==> src/rtl/shift_seq_pkg.sv <==
// Shared types and register mode encodings for the serial shift-register sequencer.
// Mode bits are {l, r} as seen on the universal shift register's mode pins.
package shift_seq_pkg;

  typedef enum logic [1:0] {
    IDLE  = 2'd0,
    SHIFT = 2'd1,
    DONE  = 2'd2
  } state_t;

  localparam logic [1:0] MODE_HOLD = 2'b00;
  localparam logic [1:0] MODE_SHR  = 2'b10;
  localparam logic [1:0] MODE_SHL  = 2'b01;
  localparam logic [1:0] MODE_LOAD = 2'b11;

endpackage

==> src/rtl/shift_seq_timer.sv <==
// Bit-period divider: counts 0..DIV-1 while enabled and derives the sample,
// shift and serial-clock strobes for one bit period.
module shift_seq_timer #(
  parameter int DIV = 4,
  localparam int W  = (DIV > 1) ? $clog2(DIV) : 1
) (
  input  logic c,
  input  logic rst,
  input  logic i_start,
  input  logic i_en,
  output logic o_sample,
  output logic o_shift,
  output logic o_sclk
);

  localparam logic [W-1:0] C_SAMPLE = W'(DIV / 2 - 1);
  localparam logic [W-1:0] C_HALF   = W'(DIV / 2);
  localparam logic [W-1:0] C_LAST   = W'(DIV - 1);

  logic [W-1:0] r_div_cnt;

  always_ff @(posedge c or posedge rst) begin
    if (rst) begin
      r_div_cnt <= '0;
    end else if (i_start) begin
      r_div_cnt <= '0;
    end else if (i_en) begin
      r_div_cnt <= (r_div_cnt == C_LAST) ? '0 : r_div_cnt + 1'b1;
    end
  end

  // sdi is captured on the edge where sclk rises; the register shifts on the edge where it falls.
  assign o_sample = i_en && (r_div_cnt == C_SAMPLE);
  assign o_shift  = i_en && (r_div_cnt == C_LAST);
  assign o_sclk   = i_en && (r_div_cnt >= C_HALF);

endmodule

==> src/rtl/shift_seq_ctrl.sv <==
// Full-duplex serial master that drives an external universal shift register:
// load the TX word, shift it out LSB first while shifting sdi into the MSB, then present q.
// Handshake: a request is accepted on the rising edge of c where tx_valid && tx_ready;
// rx_valid rises after the last shift and stays high until the next accept.
module shift_seq_ctrl
  import shift_seq_pkg::*;
#(
  parameter int N   = 8,
  parameter int DIV = 4,
  localparam int BW = (N > 1) ? $clog2(N) : 1
) (
  input  logic         c,
  input  logic         rst,
  input  logic         tx_valid,
  output logic         tx_ready,
  input  logic [N-1:0] tx_data,
  output logic         rx_valid,
  output logic [N-1:0] rx_data,
  output logic         busy,
  output logic         sclk,
  output logic         cs_n,
  output logic         sdo,
  input  logic         sdi,
  output logic         reg_l,
  output logic         reg_r,
  output logic         reg_i,
  output logic [N-1:0] reg_d,
  input  logic [N-1:0] reg_q,
  output state_t       dbg_state
);

  localparam logic [BW-1:0] C_BIT_LAST = BW'(N - 1);

  state_t        r_state;
  logic [BW-1:0] r_bit_cnt;
  logic          r_rx_valid;
  logic          r_sdi_q;

  logic       w_accept;
  logic       w_in_shift;
  logic       w_sample;
  logic       w_shift;
  logic       w_sclk;
  logic [1:0] w_mode;

  assign w_accept   = (r_state == IDLE) && tx_valid;
  assign w_in_shift = (r_state == SHIFT);

  shift_seq_timer #(.DIV(DIV)) u_timer (
    .c        (c),
    .rst      (rst),
    .i_start  (w_accept),
    .i_en     (w_in_shift),
    .o_sample (w_sample),
    .o_shift  (w_shift),
    .o_sclk   (w_sclk)
  );

  always_ff @(posedge c or posedge rst) begin
    if (rst) begin
      r_state    <= IDLE;
      r_bit_cnt  <= '0;
      r_rx_valid <= 1'b0;
      r_sdi_q    <= 1'b0;
    end else begin
      case (r_state)
        IDLE: begin
          if (tx_valid) begin
            r_state    <= SHIFT;
            r_bit_cnt  <= '0;
            r_rx_valid <= 1'b0;
          end
        end
        SHIFT: begin
          if (w_sample) r_sdi_q <= sdi;
          if (w_shift) begin
            if (r_bit_cnt == C_BIT_LAST) begin
              r_state    <= DONE;
              r_rx_valid <= 1'b1;
            end else begin
              r_bit_cnt <= r_bit_cnt + 1'b1;
            end
          end
        end
        DONE:    r_state <= IDLE;
        default: r_state <= IDLE;
      endcase
    end
  end

  // Load on the accept edge itself so the first bit is on q[0] as SHIFT begins.
  always_comb begin
    w_mode = MODE_HOLD;
    if (w_accept)     w_mode = MODE_LOAD;
    else if (w_shift) w_mode = MODE_SHR;
  end

  assign {reg_l, reg_r} = w_mode;
  assign reg_i     = w_shift ? r_sdi_q : 1'b0;
  assign reg_d     = tx_data;
  assign tx_ready  = (r_state == IDLE);
  assign busy      = (r_state != IDLE);
  assign cs_n      = !w_in_shift;
  assign sclk      = w_sclk;
  assign sdo       = w_in_shift && reg_q[0];
  assign rx_valid  = r_rx_valid;
  assign rx_data   = reg_q;
  assign dbg_state = r_state;

endmodule

==> config.mk <==
export PLATFORM = sky130hd
export DESIGN_NAME = shift_seq_ctrl
export DESIGN_NICKNAME = d
export VERILOG_FILES = /design/src/rtl/shift_seq_pkg.sv /design/src/rtl/shift_seq_timer.sv /design/src/rtl/shift_seq_ctrl.sv
export SDC_FILE = /design/constraint.sdc
export NUM_CORES = 1
export LEC_CHECK = 0
export ABC_AREA = 1
export BUFFER_PORTS_ARGS = -buffer_cell sky130_fd_sc_hd__buf_4
export CAP_MARGIN = 20
export CORE_MARGIN = 3
export CORE_UTILIZATION = 38
export CTS_CLUSTER_SIZE = 14
export DETAILED_ROUTE_END_ITERATION = 10
export GPL_ROUTABILITY_DRIVEN = 1
export HOLD_SLACK_MARGIN = 0.1
export PLACE_DENSITY = 0.87
export SLEW_MARGIN = 20
export SYNTH_ARGS = -nofsm -noshare
export SYNTH_HDL_FRONTEND = slang
export SYNTH_SLANG_ARGS = --single-unit
==> constraint.sdc <==
create_clock -name c -period 1.6 [get_ports c]
set_input_delay 0.32 -clock c [delete_from_list [all_inputs] [get_ports c]]
set_output_delay 0.32 -clock c [all_outputs]
set_load 0.01 [all_outputs]
Yosys cells after proc, flatten, opt, wreduce, memory -nomap -nowiden:

Index checks and enable logic that the tools add are counted.
Widths: inputs -> output; s select.

* add/sub/neg operators: 2
* multipliers: 0
* div/mod/pow operators: 0
* $lt $le $gt $ge: 1
* equal/unequal tests: 8
* shift-type cells: 0
* mux-type cells: 18
* bitwise logic cells: 0
* reduce and logical (&&, ||, !) cells: 14

Operators with widths (number)
* $mux 2: 8
* $mux 3: 3
* $ne 2x2->1 const B: 4
* $reduce_and 4->1: 2
* $pmux 3 s2: 1
* $reduce_bool 2->1: 3
* $logic_and 1x1->1: 5
* $eq 2x1->1 const B: 2
* $mux 1: 4
* $pmux 2 s2: 1
* $add 3x1->3 const B: 1
* $eq 3x3->1 const B: 1
* $reduce_and 3->1: 1
* $add 2x1->2 const B: 1
* $eq 2x2->1 const B: 1
* $ge 2x2->1 const B: 1
* $logic_not 2->1: 1
* $pmux 1 s2: 1
* $reduce_and 2->1: 1
* $logic_not 1->1: 1

* register bits after elaboration: 9
* bits in latches: 0
* bits in writable memories: 0
* memory bits (read-only): 0
* output and inout bits: 27
* word-level logic and storage cells: 48
* memories kept: 0

Logic depth before layout (Yosys ltp):

* word-level depth: 4
* depth in mapped cells: 6
* mapped depth without buffers: 6

By module:

A second synthesis with hierarchy kept.

* cells, all modules: 93
* area, all modules: 676.9 sq um

Modules (own cells, without submodules)
* shift_seq_ctrl: instances 1, cells each 71, area each 521.8 sq um, sequential area each 175.2 sq um
* shift_seq_timer: instances 1, cells each 22, area each 155.1 sq um, sequential area each 50.0 sq um

Least setup slack after synthesis:

Ideal clock, no wire load.

* path kind: register to register
* start: register r_bit_cnt[0]
* end: register r_bit_cnt[0]
* setup time: 119 ps
* arrival: 1239 ps
* data required time: 1481 ps
* slack: 242 ps
* stages on the path, launching flop included: 7
* path buffers: 0
* period minus slack after synthesis: 1358 ps
* path through: dfrtp_1 ha_1 ha_1 a21oi_1 nand3_1 nand2_1 nand2_1

* longest elaborated chain between the ends: 4

RTL lines
* start: declaration: line shift_seq_ctrl.sv:35 `logic [BW-1:0] r_bit_cnt;`
* start signal: assignment: line shift_seq_ctrl.sv:81 `r_bit_cnt <= r_bit_cnt + 1'b1;`
* $add 3x1->3: line shift_seq_ctrl.sv:81
* $mux 3: line shift_seq_ctrl.sv:77 `if (r_bit_cnt == C_BIT_LAST) begin`
* $mux 3: line shift_seq_ctrl.sv:76 `if (w_shift) begin`
* $pmux 3 s2: line shift_seq_ctrl.sv:66 `case (r_state)`

Parallel ways exist; a longest one is shown, timed or not. The select of a mux whose other input is x is not followed.
A chain may end at the register's enable or synchronous reset.

Worst setup path after layout:

* start: register r_state[1], in the netlist dbg_state[1]
* end: output reg_i

* longest elaborated chain between the ends: 3

RTL lines
* start: declaration: line shift_seq_ctrl.sv:34 `state_t r_state;`
* start signal: assignment: line shift_seq_ctrl.sv:61 `r_state <= IDLE;`
* start signal: assignment: line shift_seq_ctrl.sv:69 `r_state <= SHIFT;`
* start signal: assignment: line shift_seq_ctrl.sv:78 `r_state <= DONE;`
* $eq 2x1->1: line shift_seq_ctrl.sv:47 `assign w_in_shift = (r_state == SHIFT);`
* $logic_and 1x1->1: line shift_seq_timer.sv:34 `assign o_shift = i_en && (r_div_cnt == C_LAST);`
* $mux 1: line shift_seq_ctrl.sv:99 `assign reg_i = w_shift ? r_sdi_q : 1'b0;`
* end: declaration: line shift_seq_ctrl.sv:26 `output logic reg_i,`

No other way between the ends.

==> results.md <==
- The run finished with clean final reports.
- After routing, the total negative slack on setup checks comes to 0 ns.
- The static leakage is 0.398 nW.
- The placer congestion estimate is 0.757.
- The count of cells along the worst hold path is 3.
- The number of vias per cell is 4.90.
- The maximum fanout along the worst path is 6.
- 0 antenna diodes ended up in the layout.
- The count of buffer and inverter cells on the critical path is 3.
- The number of vias in the routed layout is 510.
- Relative to the synthesized area, the layout overhead comes to 13.2%.
- The share of power burned in registers is 32.8%.
- TritonCTS built the clock tree.
- The critical path crosses 6 cells after its start point.
- At the pin with the least slew margin, the transition time is 0.354 ns.
- The number of global-route vias before repair is 419.
- Pin placement for this block handled 47 I/O pins.
- The number of antenna violations at the first check in global routing was 0.
- The routed design has 1150 µm of wire.
- The average size of a mapped cell is 7.74 µm².
- The count of input and output buffers is 16.
- The initial utilization of the core area, before any placement, comes to 41.1%.
- The floorplan step defined a die boundary enclosing 0.00217 mm².
- The clock insertion delay at the later pin of the skew report is 0.26 ns.
- After synthesis the netlist holds a flip-flop and latch count of 9.
- The part of the power in the clock network is 14.5%.
- The y dimension of the die is 46.6 µm.
- The total nets after synthesis is 106.
- The required time of the worst setup path is 1.28 ns.
- After global routing the overflow that remains totals 0.
- The count of clock tree sinks is 9.
- The die span in x is 46.6 µm.
- The combined area of the multi-input logic cells is 235 µm².
- The highest-delay cell along the critical path is sky130_fd_sc_hd__dfrtp_2.
- Traced cell by cell, the critical path runs through inv_2 > nand2_2 > inv_2 > nand2_2 > nor2_1 > buf_4.
- The internal power consumption is 0.000725 W.
- Combinational cells account for 52.7% of the total power.
- The clock-pin slew on the worst setup and hold paths is 0.06 ns.
- The floorplan row count is 14.
- The number of flops mapped to enable cells by yosys is 0.
- The kind of critical path is reg -> out.
- The HPWL after detailed placement is 868 µm.
- The net count of the finished layout is 114.
- For this block, the initial DRC count from the detailed router was 18.
- The largest stage delay on the critical path is 0.43 ns.
- Broken down by cell family, the worst path's largest delay share belongs to flip-flops.
- STA classifies the critical path endpoint as an output port.
- Setup violations remaining at the end of the flow were counted as 0.
- The cell count after synthesis came out at 81.
- Across every metal layer, demand over resource in global routing totals 12.0%.
- The worst pin sits at a relative slew slack of 76.4%.
- The maximum clock path buffer count is 2.
- The max-slew violation count is 0.
- The warning count from the yosys run is 0.
- The length of the first detailed-routing pass in iterations is 4.
- The smallest clock period supported by the final layout is computed as 1.56 ns.
- Setup repair after global routing could not meet its margin everywhere.
- Among all flip-flop cells after synthesis, the most frequent one is sky130_fd_sc_hd__dfrtp_1.
- The first global-routing pass estimated 1720 µm of wire.
- Data on the critical path arrives at its endpoint at 1.24 ns.
- The number of hold violations in the final report came to 0.
- The final-layout fill cell count is 156.
- Net switching is 41.3% of the power.
- Counting flops with an async set or reset pin after synthesis yields a share of 100%.
- The fmax is 0.640 GHz.
- The netlist uses 14 different library cells.
- Dividing total power by cell area gives a power density of 1740 mW/mm².
- The final period utilization is 97.7%.
- The reported max-cap violation count is 0.
- The worst register-to-register path has a depth of 6.
- The setup clock skew after layout is 0.00116 ns.
- Summed over all nets, the switching power comes to 0.000510 W.
- The proportion of layout cells with a drive suffix above 1 is 33.0%.
- The final design utilization is 46.6%.
- Summing all flip-flop and latch instances after layout gives 226 µm².
- Counting the buffers created by CTS gives 3.
- The maximum number of pins on one net before global-route repair is 10.
- For this run, the register share of the synthesized area comes to 35.9%.
- The worst hold path class is in -> reg.
- The clock tree root buffer cell is sky130_fd_sc_hd__clkbuf_4.
- In the routed design, unresolved DRC markers number 0.
- VDD sags by at most 0.765 mV.
- The mapped netlist covers 627 µm².
- In this run the standard cell core region covers 0.00152 mm².
- The average detailed-routed wire length per instance is 11.0 µm.
- Once detail routing completed, the nets flagged for antenna violations numbered 0.
- The worst setup path is launched from a flip-flop.
- The H-tree level count is 1.
==> path summary, 6_finish.rpt <==
check / startpoint / to / slack [ns]
min in group asynchronous: rst / u_timer.r_div_cnt[0] / 0.58
worst min-delay path: sdi / r_sdi_q / 0.30
worst min register to register: rx_valid / rx_valid / 0.49
max in group asynchronous: rst / dbg_state[1] / 0.74
worst max register to register: r_bit_cnt[0] / r_bit_cnt[1] / 0.06
worst max-delay path: dbg_state[1] / reg_i / 0.04
==> worst reg2reg max path: cells and delay by family (launching register included) <==
| kind | cells | cell delay (ns) |
|---|---|---|
| AND/OR/NAND/NOR | 3 | 0.33 |
| flip-flops | 1 | 0.40 |
| AO/OA/AOI/OAI | 1 | 0.29 |
| adder cells (fa/ha/maj) | 2 | 0.41 |
==> cells in the mapped netlist (2+ instances only) <==
cell / count / area share, %
sky130_fd_sc_hd__dfrtp_1: 9 / 36
sky130_fd_sc_hd__a21oi_1: 2 / 1.6
sky130_fd_sc_hd__o21ai_0: 3 / 2.4
sky130_fd_sc_hd__nand2_1: 13 / 7.8
sky130_fd_sc_hd__ha_1: 5 / 10
sky130_fd_sc_hd__buf_4: 16 / 19
sky130_fd_sc_hd__nand4_1: 3 / 3.0
sky130_fd_sc_hd__nor2_1: 9 / 5.4
sky130_fd_sc_hd__inv_1: 13 / 7.8
sky130_fd_sc_hd__nand3_1: 4 / 3.2
==> through the flow <==
step / cell area, µm² / setup slack [ns] / std cells / power [W] / hold WS, ns
after global placement: 649 / 0.196 / 97 / 0.000988 / 0.300
final: 709 / 0.0375 / 104 / 0.00124 / 0.302
after floorplan: 627 / 0.242 / 81 / 0.000833 / 0.148
after global routing: 709 / -0.0441 / 104 / 0.00135 / 0.318
after CTS: 698 / 0.00405 / 103 / 0.00122 / 0.302
after detailed placement: 649 / 0.105 / 97 / 0.00102 / 0.311
==> cell families (layout without fill, tap and decap cells) <==
logic type	after synthesis	count (layout)	synth area share [%]
buffers and inverters	30	37	27.7
and+or+nand+nor	30	30	20.4
adders and majority gates	5	5	9.98
DFF	9	9	35.9
AOI/OAI and AO/OA	7	7	5.99
==> sequential cells by signal (all words and copies together), names as in the netlist <==
name / count
rx_valid: 1
r_sdi_q: 1
u_timer.r_div_cnt: 2
dbg_state: 2
r_bit_cnt: 3
==> power groups by stage <==
| stage | registers, W | clock network, W | logic (W) |
|---|---|---|---|
| 5_1_grt | 0.000420 | 0.000197 | 0.000731 |
| 4_1_cts | 0.000403 | 0.000184 | 0.000629 |
| 3_3_place_gp | 0.000402 | 0 | 0.000586 |
| 3_5_place_dp | 0.000406 | 0 | 0.000616 |
| 2_1_floorplan | 0.000399 | 0 | 0.000435 |
| 6_report | 0.000405 | 0.000179 | 0.000651 |
==> final cells by class <==
| type | count | share of cell area, % |
|---|---|---|
| multi-input combinational | 42 | 33.2 |
| sequential | 9 | 31.9 |
| timing repair buffer | 20 | 21.5 |
| inverter | 13 | 6.88 |
| clock buffer | 4 | 3.70 |
| tap | 16 | 2.82 |
==> per-layer routing <==
layer | wire (µm) | vias to the layer above | GRT usage, %
li1 | - | 250 | -
met1 | 479 | 226 | 13.2
met5 | 0 | - | 0
met2 | 508 | 29 | 18.4
met4 | 36 | 0 | 9.94
met3 | 123 | 5 | 3.91
==> timing repair <==
item,in CTS,in global routing
endpoints found under the hold margin,9,0
hold buffers,1,0
buffers inserted,1,1
pin swaps,0,1
resized for setup,3,3
setup endpoints to repair,3,7
==> cell usage in the layout (no fill, tap or decap), types with 3 or more instances in the layout <==
cell type	instances
sky130_fd_sc_hd__nand4_1	3
sky130_fd_sc_hd__buf_4	19
sky130_fd_sc_hd__nand3_1	4
sky130_fd_sc_hd__inv_1	11
sky130_fd_sc_hd__dfrtp_1	8
sky130_fd_sc_hd__nor2_1	9
sky130_fd_sc_hd__nand2_1	10
sky130_fd_sc_hd__clkbuf_4	3
sky130_fd_sc_hd__nand2_2	3
sky130_fd_sc_hd__o21ai_0	3
sky130_fd_sc_hd__ha_1	5
(Power assumes the default switching activity.)
